$ cat config.mk
export PLATFORM = sky130hd
export DESIGN_NAME = matrix_scan_controller
export DESIGN_NICKNAME = d
export VERILOG_FILES = /design/src/rtl/matrix_scan_controller.sv
export SDC_FILE = /design/constraint.sdc
export NUM_CORES = 1
export LEC_CHECK = 0
export ABC_AREA = 1
export CAP_MARGIN = 20
export CORE_ASPECT_RATIO = 1.75
export CORE_MARGIN = 1
export CORE_UTILIZATION = 56
export CTS_CLUSTER_SIZE = 12
export DETAILED_ROUTE_END_ITERATION = 6
export HOLD_SLACK_MARGIN = 0.02
export PLACE_DENSITY = 0.8
export REMOVE_ABC_BUFFERS = 1
export SLEW_MARGIN = 10
export SYNTH_ARGS = -nofsm -noshare
export SYNTH_HDL_FRONTEND = slang
export SYNTH_SLANG_ARGS = --single-unit
$ cat constraint.sdc
create_clock -name clk_in -period 4.35 [get_ports clk_in]
set_input_delay 0.6525 -clock clk_in [delete_from_list [all_inputs] [get_ports clk_in]]
set_output_delay 0.6525 -clock clk_in [all_outputs]
set_load 0.05 [all_outputs]
$ cat src/rtl/matrix_scan_controller.sv
// HUB75 panel scan sequencer: fetch, shift, latch and BCM display over BITPLANES planes per row.
// Optional `define SCAN_BRIGHTNESS_EN adds a 3-bit brightness input that trims each display window.
module matrix_scan_controller #(
    parameter int PIXELS_PER_ROW = 32,
    parameter int ROW_ADDR_WIDTH = 4,
    parameter int BITPLANES      = 4,
    parameter int SCLK_DIV       = 2,
    parameter int OE_BASE        = 8
) (
    input  logic                                              clk_in,
    input  logic                                              reset,
    input  logic                                              enable,
    output logic [ROW_ADDR_WIDTH+$clog2(PIXELS_PER_ROW)-1:0]  fb_addr,
    output logic [((BITPLANES > 1) ? $clog2(BITPLANES) : 1)-1:0] fb_plane,
    input  logic [5:0]                                        fb_data,
`ifdef SCAN_BRIGHTNESS_EN
    input  logic [2:0]                                        brightness,
`endif
    output logic [5:0]                                        rgb,
    output logic                                              sclk,
    output logic                                              latch,
    output logic                                              oe_n,
    output logic [ROW_ADDR_WIDTH-1:0]                         row_sel,
    output logic                                              frame_done
);

    localparam int COL_W = $clog2(PIXELS_PER_ROW);
    localparam int PL_W  = (BITPLANES > 1) ? $clog2(BITPLANES) : 1;
    localparam int PH_W  = $clog2(2 * SCLK_DIV);
    localparam int WIN_W = $clog2(OE_BASE << (BITPLANES - 1)) + 1;
    localparam int SC_W  = WIN_W + 3;

    localparam logic [PH_W-1:0]  PH_LAST    = PH_W'(2 * SCLK_DIV - 1);
    localparam logic [PH_W-1:0]  PH_HIGH    = PH_W'(SCLK_DIV - 1);
    localparam logic [COL_W-1:0] COL_LAST   = COL_W'(PIXELS_PER_ROW - 1);
    localparam logic [COL_W-1:0] COL_PENULT = COL_W'(PIXELS_PER_ROW - 2);
    localparam logic [PL_W-1:0]  PLANE_LAST = PL_W'(BITPLANES - 1);

    typedef enum logic [2:0] {IDLE, SHIFT, BLANK, LATCH, DISPLAY} state_t;

    state_t                    state;
    logic [COL_W-1:0]          col;
    logic [PH_W-1:0]           phase;
    logic [ROW_ADDR_WIDTH-1:0] shift_row;
    logic [ROW_ADDR_WIDTH-1:0] next_row;
    logic [PL_W-1:0]           plane;
    logic [PL_W-1:0]           next_plane;
    logic [WIN_W-1:0]          win_cnt;
    logic [WIN_W-1:0]          win_len;
    logic [SC_W-1:0]           on_len;
    logic [SC_W-1:0]           on_len_calc;
    logic                      primed;
    logic                      last_plane;
    logic                      last_row;

    assign last_plane = (plane == PLANE_LAST);
    assign last_row   = (shift_row == '1);
    assign next_plane = last_plane ? '0 : plane + PL_W'(1);
    assign next_row   = last_plane ? shift_row + ROW_ADDR_WIDTH'(1) : shift_row;
    assign win_len    = WIN_W'(OE_BASE) << plane;

`ifdef SCAN_BRIGHTNESS_EN
    logic [SC_W-1:0] scaled;
    assign scaled      = (SC_W'(win_len) * SC_W'({1'b0, brightness} + 4'd1)) >> 3;
    assign on_len_calc = (scaled == '0) ? SC_W'(1) : scaled;
`else
    assign on_len_calc = SC_W'(win_len);
`endif

    // The framebuffer answers one cycle after the address, so the address always runs one
    // column ahead of rgb; the next plane's column 0 is prefetched during the last column.
    // primed guarantees IDLE has held address 0 long enough for column 0 data to be valid.
    always_ff @(posedge clk_in or posedge reset) begin
        if (reset) begin
            state      <= IDLE;
            rgb        <= '0;
            sclk       <= 1'b0;
            latch      <= 1'b0;
            oe_n       <= 1'b1;
            row_sel    <= '0;
            fb_addr    <= '0;
            fb_plane   <= '0;
            frame_done <= 1'b0;
            col        <= '0;
            phase      <= '0;
            shift_row  <= '0;
            plane      <= '0;
            win_cnt    <= '0;
            on_len     <= '0;
            primed     <= 1'b0;
        end else begin
            frame_done <= 1'b0;
            case (state)
                IDLE: begin
                    primed <= 1'b1;
                    if (enable && primed) begin
                        state   <= SHIFT;
                        rgb     <= fb_data;
                        col     <= '0;
                        phase   <= '0;
                        sclk    <= 1'b0;
                        fb_addr <= {shift_row, COL_W'(1)};
                    end
                end
                SHIFT: begin
                    if (phase == PH_LAST) begin
                        phase <= '0;
                        sclk  <= 1'b0;
                        if (col == COL_LAST) begin
                            state <= BLANK;
                        end else begin
                            col <= col + COL_W'(1);
                            rgb <= fb_data;
                            if (col == COL_PENULT) begin
                                fb_addr  <= {next_row, COL_W'(0)};
                                fb_plane <= next_plane;
                            end else begin
                                fb_addr <= {shift_row, col + COL_W'(2)};
                            end
                        end
                    end else begin
                        phase <= phase + PH_W'(1);
                        sclk  <= (phase >= PH_HIGH);
                    end
                end
                BLANK: begin
                    state   <= LATCH;
                    latch   <= 1'b1;
                    row_sel <= shift_row;
                end
                LATCH: begin
                    state   <= DISPLAY;
                    latch   <= 1'b0;
                    oe_n    <= 1'b0;
                    win_cnt <= '0;
                    on_len  <= on_len_calc;
                end
                DISPLAY: begin
                    if (win_cnt == win_len - WIN_W'(1)) begin
                        oe_n       <= 1'b1;
                        frame_done <= last_plane && last_row;
                        if (enable) begin
                            state     <= SHIFT;
                            shift_row <= next_row;
                            plane     <= next_plane;
                            rgb       <= fb_data;
                            col       <= '0;
                            phase     <= '0;
                            fb_addr   <= {next_row, COL_W'(1)};
                        end else begin
                            state     <= IDLE;
                            shift_row <= '0;
                            plane     <= '0;
                            fb_addr   <= '0;
                            fb_plane  <= '0;
                            primed    <= 1'b0;
                        end
                    end else begin
                        win_cnt <= win_cnt + WIN_W'(1);
                        oe_n    <= !((SC_W'(win_cnt) + SC_W'(1)) < on_len);
                    end
                end
                default: state <= IDLE;
            endcase
        end
    end

endmodule

======== Yosys cells after proc, flatten, opt, wreduce, memory -nomap -nowiden ========
Index checks and enable logic that the tools add are counted.
W data, S select, Z words.
operators by class
  add/subtract/negate cells ............... 8
  $lt $le $gt $ge ......................... 2
  equal/unequal tests ..................... 19
  shifts and indexed selects .............. 1
  multiplexer cells ....................... 53
  reductions and logical operators ........ 19
operators by type and width
  operator               count
  $mux W9                6
  $mux W6                5
  $pmux W9 S3            1
  $mux W5                5
  $mux W2                11
  $ne A2 B2 Y1 const B   9
  $pmux W6 S3            1
  $pmux W3 S5            1
  $pmux W5 S3            1
  $pmux W7 S2            1
  $mux W3                4
  $reduce_and A6 Y1      2
  $eq A5 B5 Y1 const B   2
  $reduce_bool A2 Y1     5
  $add A7 B1 Y8 const B  1
  $lt A8 B7 Y1           1
  $mux W1                8
  $mux W4                2
  $pmux W1 S2            4
  $reduce_and A4 Y1      2
  $add A7 B1 Y7 const B  1
  $eq A7 B7 Y1           1
  $mux W7                1
  $shl A4 B2 Y7 const A  1
  other kinds (20)       26
word-level totals
  register bits after elaboration ......... 56
  input bits .............................. 9
  output and inout bits ................... 25
  word-level logic and storage cells ...... 118

======== Logic depth before layout (Yosys ltp) ========
  word-level depth ........................ 6
  gate-level depth with buffers ........... 12
  gate-level depth less buffers ........... 12

======== Worst setup path before layout ========
No wires, ideal clock.
  path type ............................... reg-to-reg
  start ................................... reg plane[0]
  end ..................................... reg fb_plane[0] (netlist name)
  setup time .............................. 0.119 ns
  data arrival time ....................... 1.594 ns
  required time ........................... 4.231 ns
  path slack .............................. 2.636 ns
  cell stages (with the launch flop) ...... 11
  path buffers ............................ 2
  clock period less this slack ............ 1.714 ns
  cells stage by stage .................... dfrtp_1 > ha_1 > buf_4 > xor2_1 > nor2_2 > nand3_2 > nand2_4 > buf_6 > nand3_1 > nand2_1 > nand2_1
on the way
  elaborated cells on any way between the ends .. 12
  those cells by class .................... add/sub (2); eq/ne (3); shift (1); mux (5); reduce/logical (1)
RTL lines
  element                      RTL line  text
  from (decl)                  46        logic [PL_W-1:0] plane;
  from (signal assigned)       145       plane <= next_plane;
  $shl A4 B2 Y7                60        assign win_len = WIN_W'(OE_BASE) << plane;
  via win_len[6]               49        logic [WIN_W-1:0] win_len;
  $sub A7 B1 Y7                139       if (win_cnt == win_len - WIN_W'(1)) begin
  $eq A7 B7 Y1                 139
  $ne A2 B2 Y1 (no line)       n/a
  $reduce_and A6 Y1 (no line)  n/a
  to (signal assigned)         116       fb_plane <= next_plane;
  to (decl)                    14        output logic [((BITPLANES > 1) ? $clog2(BITPLANES) : 1)-1:0] fb_plane,
The timed path passes the listed nets, and every way through them passes these cells. The select of a mux whose other input is x is not followed.
A chain may end at the register's enable or synchronous reset.

======== Final worst setup path ========
  start ................................... reg oe_n
  end ..................................... out oe_n
RTL lines
  element                 RTL line  text
  from (decl)             22        output logic oe_n,
  from (signal assigned)  160       oe_n <= !((SC_W'(win_cnt) + SC_W'(1)) < on_len);
No word-level cell between the ends.

==> flow_metrics.tcl <==
set metrics [dict create \
    setup_viol 0 \
    final_common_cell "nand2_1" \
    crit_required_ns 3.70 \
    die_x_um 57.0 \
    grt_pass1_vias 2628 \
    p_per_area_nw_per_um2 245 \
    grt_max_degree 54 \
    synth_cells 392 \
    crit_slowest_cell "clkdlybuf4s50_1" \
    tightestPinTransition_ns 0.899 \
    core-area_sq_um 5020 \
    firstDrtPassIters 7 \
    clk_latency_ns 0.30 \
    critPathMaxStageDelay_ns 0.80 \
    rsz0062_at_grt "false" \
    grt_overflow 0 \
    seq_area_frac_synth_pct 44.7 \
    yosysWarnings 0 \
    via_per_inst 5.58 \
    met1_usage_pct 28.6 \
    antenna_cells 0 \
    min_period_ns 2.30 \
    status "finished, violations left" \
    cp_max_fo 2 \
    top_usage_layer "met2" \
    end_kind "output pin" \
    finalHoldViolCount 0 \
    nets 445 \
    seq_power_share_pct 59.6 \
    worst-path-buf-inv 1 \
    postCtsSetupBuffers 0 \
    routed_wl_um 6840 \
    cts_made_buffers 5 \
    p_clk_share_pct 36.1 \
    first_iter_violations 89 \
    cp.arrival_ns 1.65 \
    io_buffer_count 33 \
    h-tree-depth 2 \
    cts_tree "built" \
    track_usage_pct 26.6 \
    min_path_type "register to register" \
    yosysUniqueCellTypes 28 \
    hpwlAfterDp_um 5140 \
    start_kind "register" \
    path_class "register to output pin" \
    syn2layout_area_growth_pct 14.5 \
    clk_pin_slew_ns 0.09 \
    combPwrFrac_pct 4.3 \
    crit_chain "clkdlybuf4s50_1" \
    clock.fmax_ghz 0.434 \
    final_cell_mix "nand2_1 (148), dfrtp_1 (52), inv_1 (35)" \
    clockRootBuffer "clkbuf_8" \
    p_sw_share_pct 21.8 \
    final_max_slew_viol_count 0 \
    syn_area_sq_um 2970 \
    vias 2657 \
    setup_tns_ns 0 \
    internal_power_mw 0.651 \
    cts_resized 0 \
    violations "design-rule violations" \
    cts_sinks 53 \
    antenna_found_initial 0 \
    cts_buffer_depth 2 \
    initial_core_util_pct 59.1 \
    gp_congestion 0.877 \
    drive_gt1_share_pct 6.40 \
    rows 34 \
    io_pins 34 \
    use_met2_pct 49.5 \
    die_y_um 98.3 \
    power_leakage_nw 1.76 \
    drcViolationCount 5 \
    holdBufCountCts 0 \
    ys_seq_elements 53 \
    syn_avg_cell_area_sq_um 7.57 \
    fin_skew_ns 0.00557 \
    power_switching_mw 0.182 \
    finalCritPeriodShare_pct 53.0 \
    final_antenna_net_count 0 \
    p_total_mw 0.834 \
    grt_pass1_wl_um 11600 \
    dieArea_sq_um 5610 \
    grt_util_met3_pct 3.97 \
    rrSetupSlack_ns 2.10 \
    ir_worst_vdd_v 0.000230 \
    whs_ns 0.474 \
    drv_cap 0 \
    cpLargestDelayFamily "buffers and inverters" \
    slew_headroom_pct 40.0 \
    wl_per_cell_um 14.4 \
]
==> worst register-to-register path: stages (launching register included) <==
cell and delay [ns]:
dfrtp_1 0.44, ha_1 0.38, xor2_1 0.23, nor2_2 0.13, nand3_2 0.16, nand2_4 0.34
nand3_2 0.28, nand2_1 0.14, nand2_1 0.06
==> per-stage QoR <==
stage          std cells  utilization, %  cell area [sq um]  setup WS (ns)
6_report             476            67.7               3400           2.05
5_1_grt              476            67.7               3400           1.90
4_1_cts              476            67.7               3400           2.04
3_5_place_dp         468            65.7               3300           2.10
3_3_place_gp         468            65.7               3300           2.13
2_1_floorplan        381               -               2900           2.41
==> registers in the layout (all words and copies together), names as in the netlist, 2 cells and up <==
signal,cells
fb_addr,9
rgb,6
on_len,4
win_cnt,7
col,5
plane,2
state,3
row_sel,4
shift_row,4
phase,2
fb_plane,2
==> routing by layer <==
| layer | wire length [um] | vias to the layer above |
|---|---|---|
| li1 | - | 1314 |
| met1 | 2620 | 1263 |
| met2 | 3830 | 57 |
| met3 | 161 | 23 |
| met4 | 219 | 0 |
| met5 | 0 | - |
==> synth_stat cells, drive strengths merged <==
| master | n | area share [%] |
|---|---|---|
| nor2 | 28 | 3.9 |
| clkbuf | 5 | 0.67 |
| or2 | 1 | 0.21 |
| clkinv | 1 | 0.13 |
| xnor2 | 2 | 0.59 |
| buf | 6 | 1.7 |
| nand4 | 25 | 5.3 |
| inv | 43 | 5.4 |
| nand3 | 22 | 4.2 |
| o21ai | 28 | 4.7 |
| a21oi | 5 | 0.84 |
| nor4 | 1 | 0.21 |
| dfstp | 1 | 0.89 |
| xor2 | 4 | 1.2 |
| o211ai | 1 | 0.25 |
| nand2 | 150 | 19 |
| dfrtp | 52 | 44 |
| nor3 | 2 | 0.34 |
| ha | 15 | 6.3 |
==> layout make-up <==
type	instances	area (sq um)
fillers	454	1620
multi-input cells	284	1410
flip-flops and latches	53	1330
repair buffers	33	330
inverters	44	166
clock buffers	7	96.3
well taps	54	67.6
clock inverters	1	5.00
==> logic make-up after synthesis <==
family	count (synthesis)	share of synthesized area [%]
simple gates	229	33.4
buf+inv	55	7.93
flops	53	44.7
compound gates	34	5.82
fa+ha+maj	15	6.32
xor+xnor	6	1.77
==> power groups by stage <==
stage,logic [mW],registers (mW),clock network [mW]
finish,0.0359,0.497,0.301
global route,0.0392,0.497,0.320
detailed placement,0.0368,0.506,0
global placement,0.0361,0.506,0
floorplan,0.00952,0.516,0
CTS,0.0367,0.497,0.305
==> final timing paths <==
| check | start | to | depth (start not counted) |
|---|---|---|---|
| min in group asynchronous | reset | rgb[0]$_DFFE_PP0P_ | 2 |
| hold / removal | fb_plane[1]$_DFFE_PP0P_ | fb_plane[1]$_DFFE_PP0P_ | 2 |
| setup reg to reg | plane[0]$_DFFE_PP0P_ | col[2]$_DFFE_PP0P_ | 8 |
| max in group asynchronous | reset | shift_row[1]$_DFFE_PP0P_ | 2 |
| setup / recovery | oe_n$_DFFE_PP1N_ | oe_n | 1 |
| hold reg to reg | fb_plane[1]$_DFFE_PP0P_ | fb_plane[1]$_DFFE_PP0P_ | 2 |
Note: power is estimated with default switching activity, not from simulation.
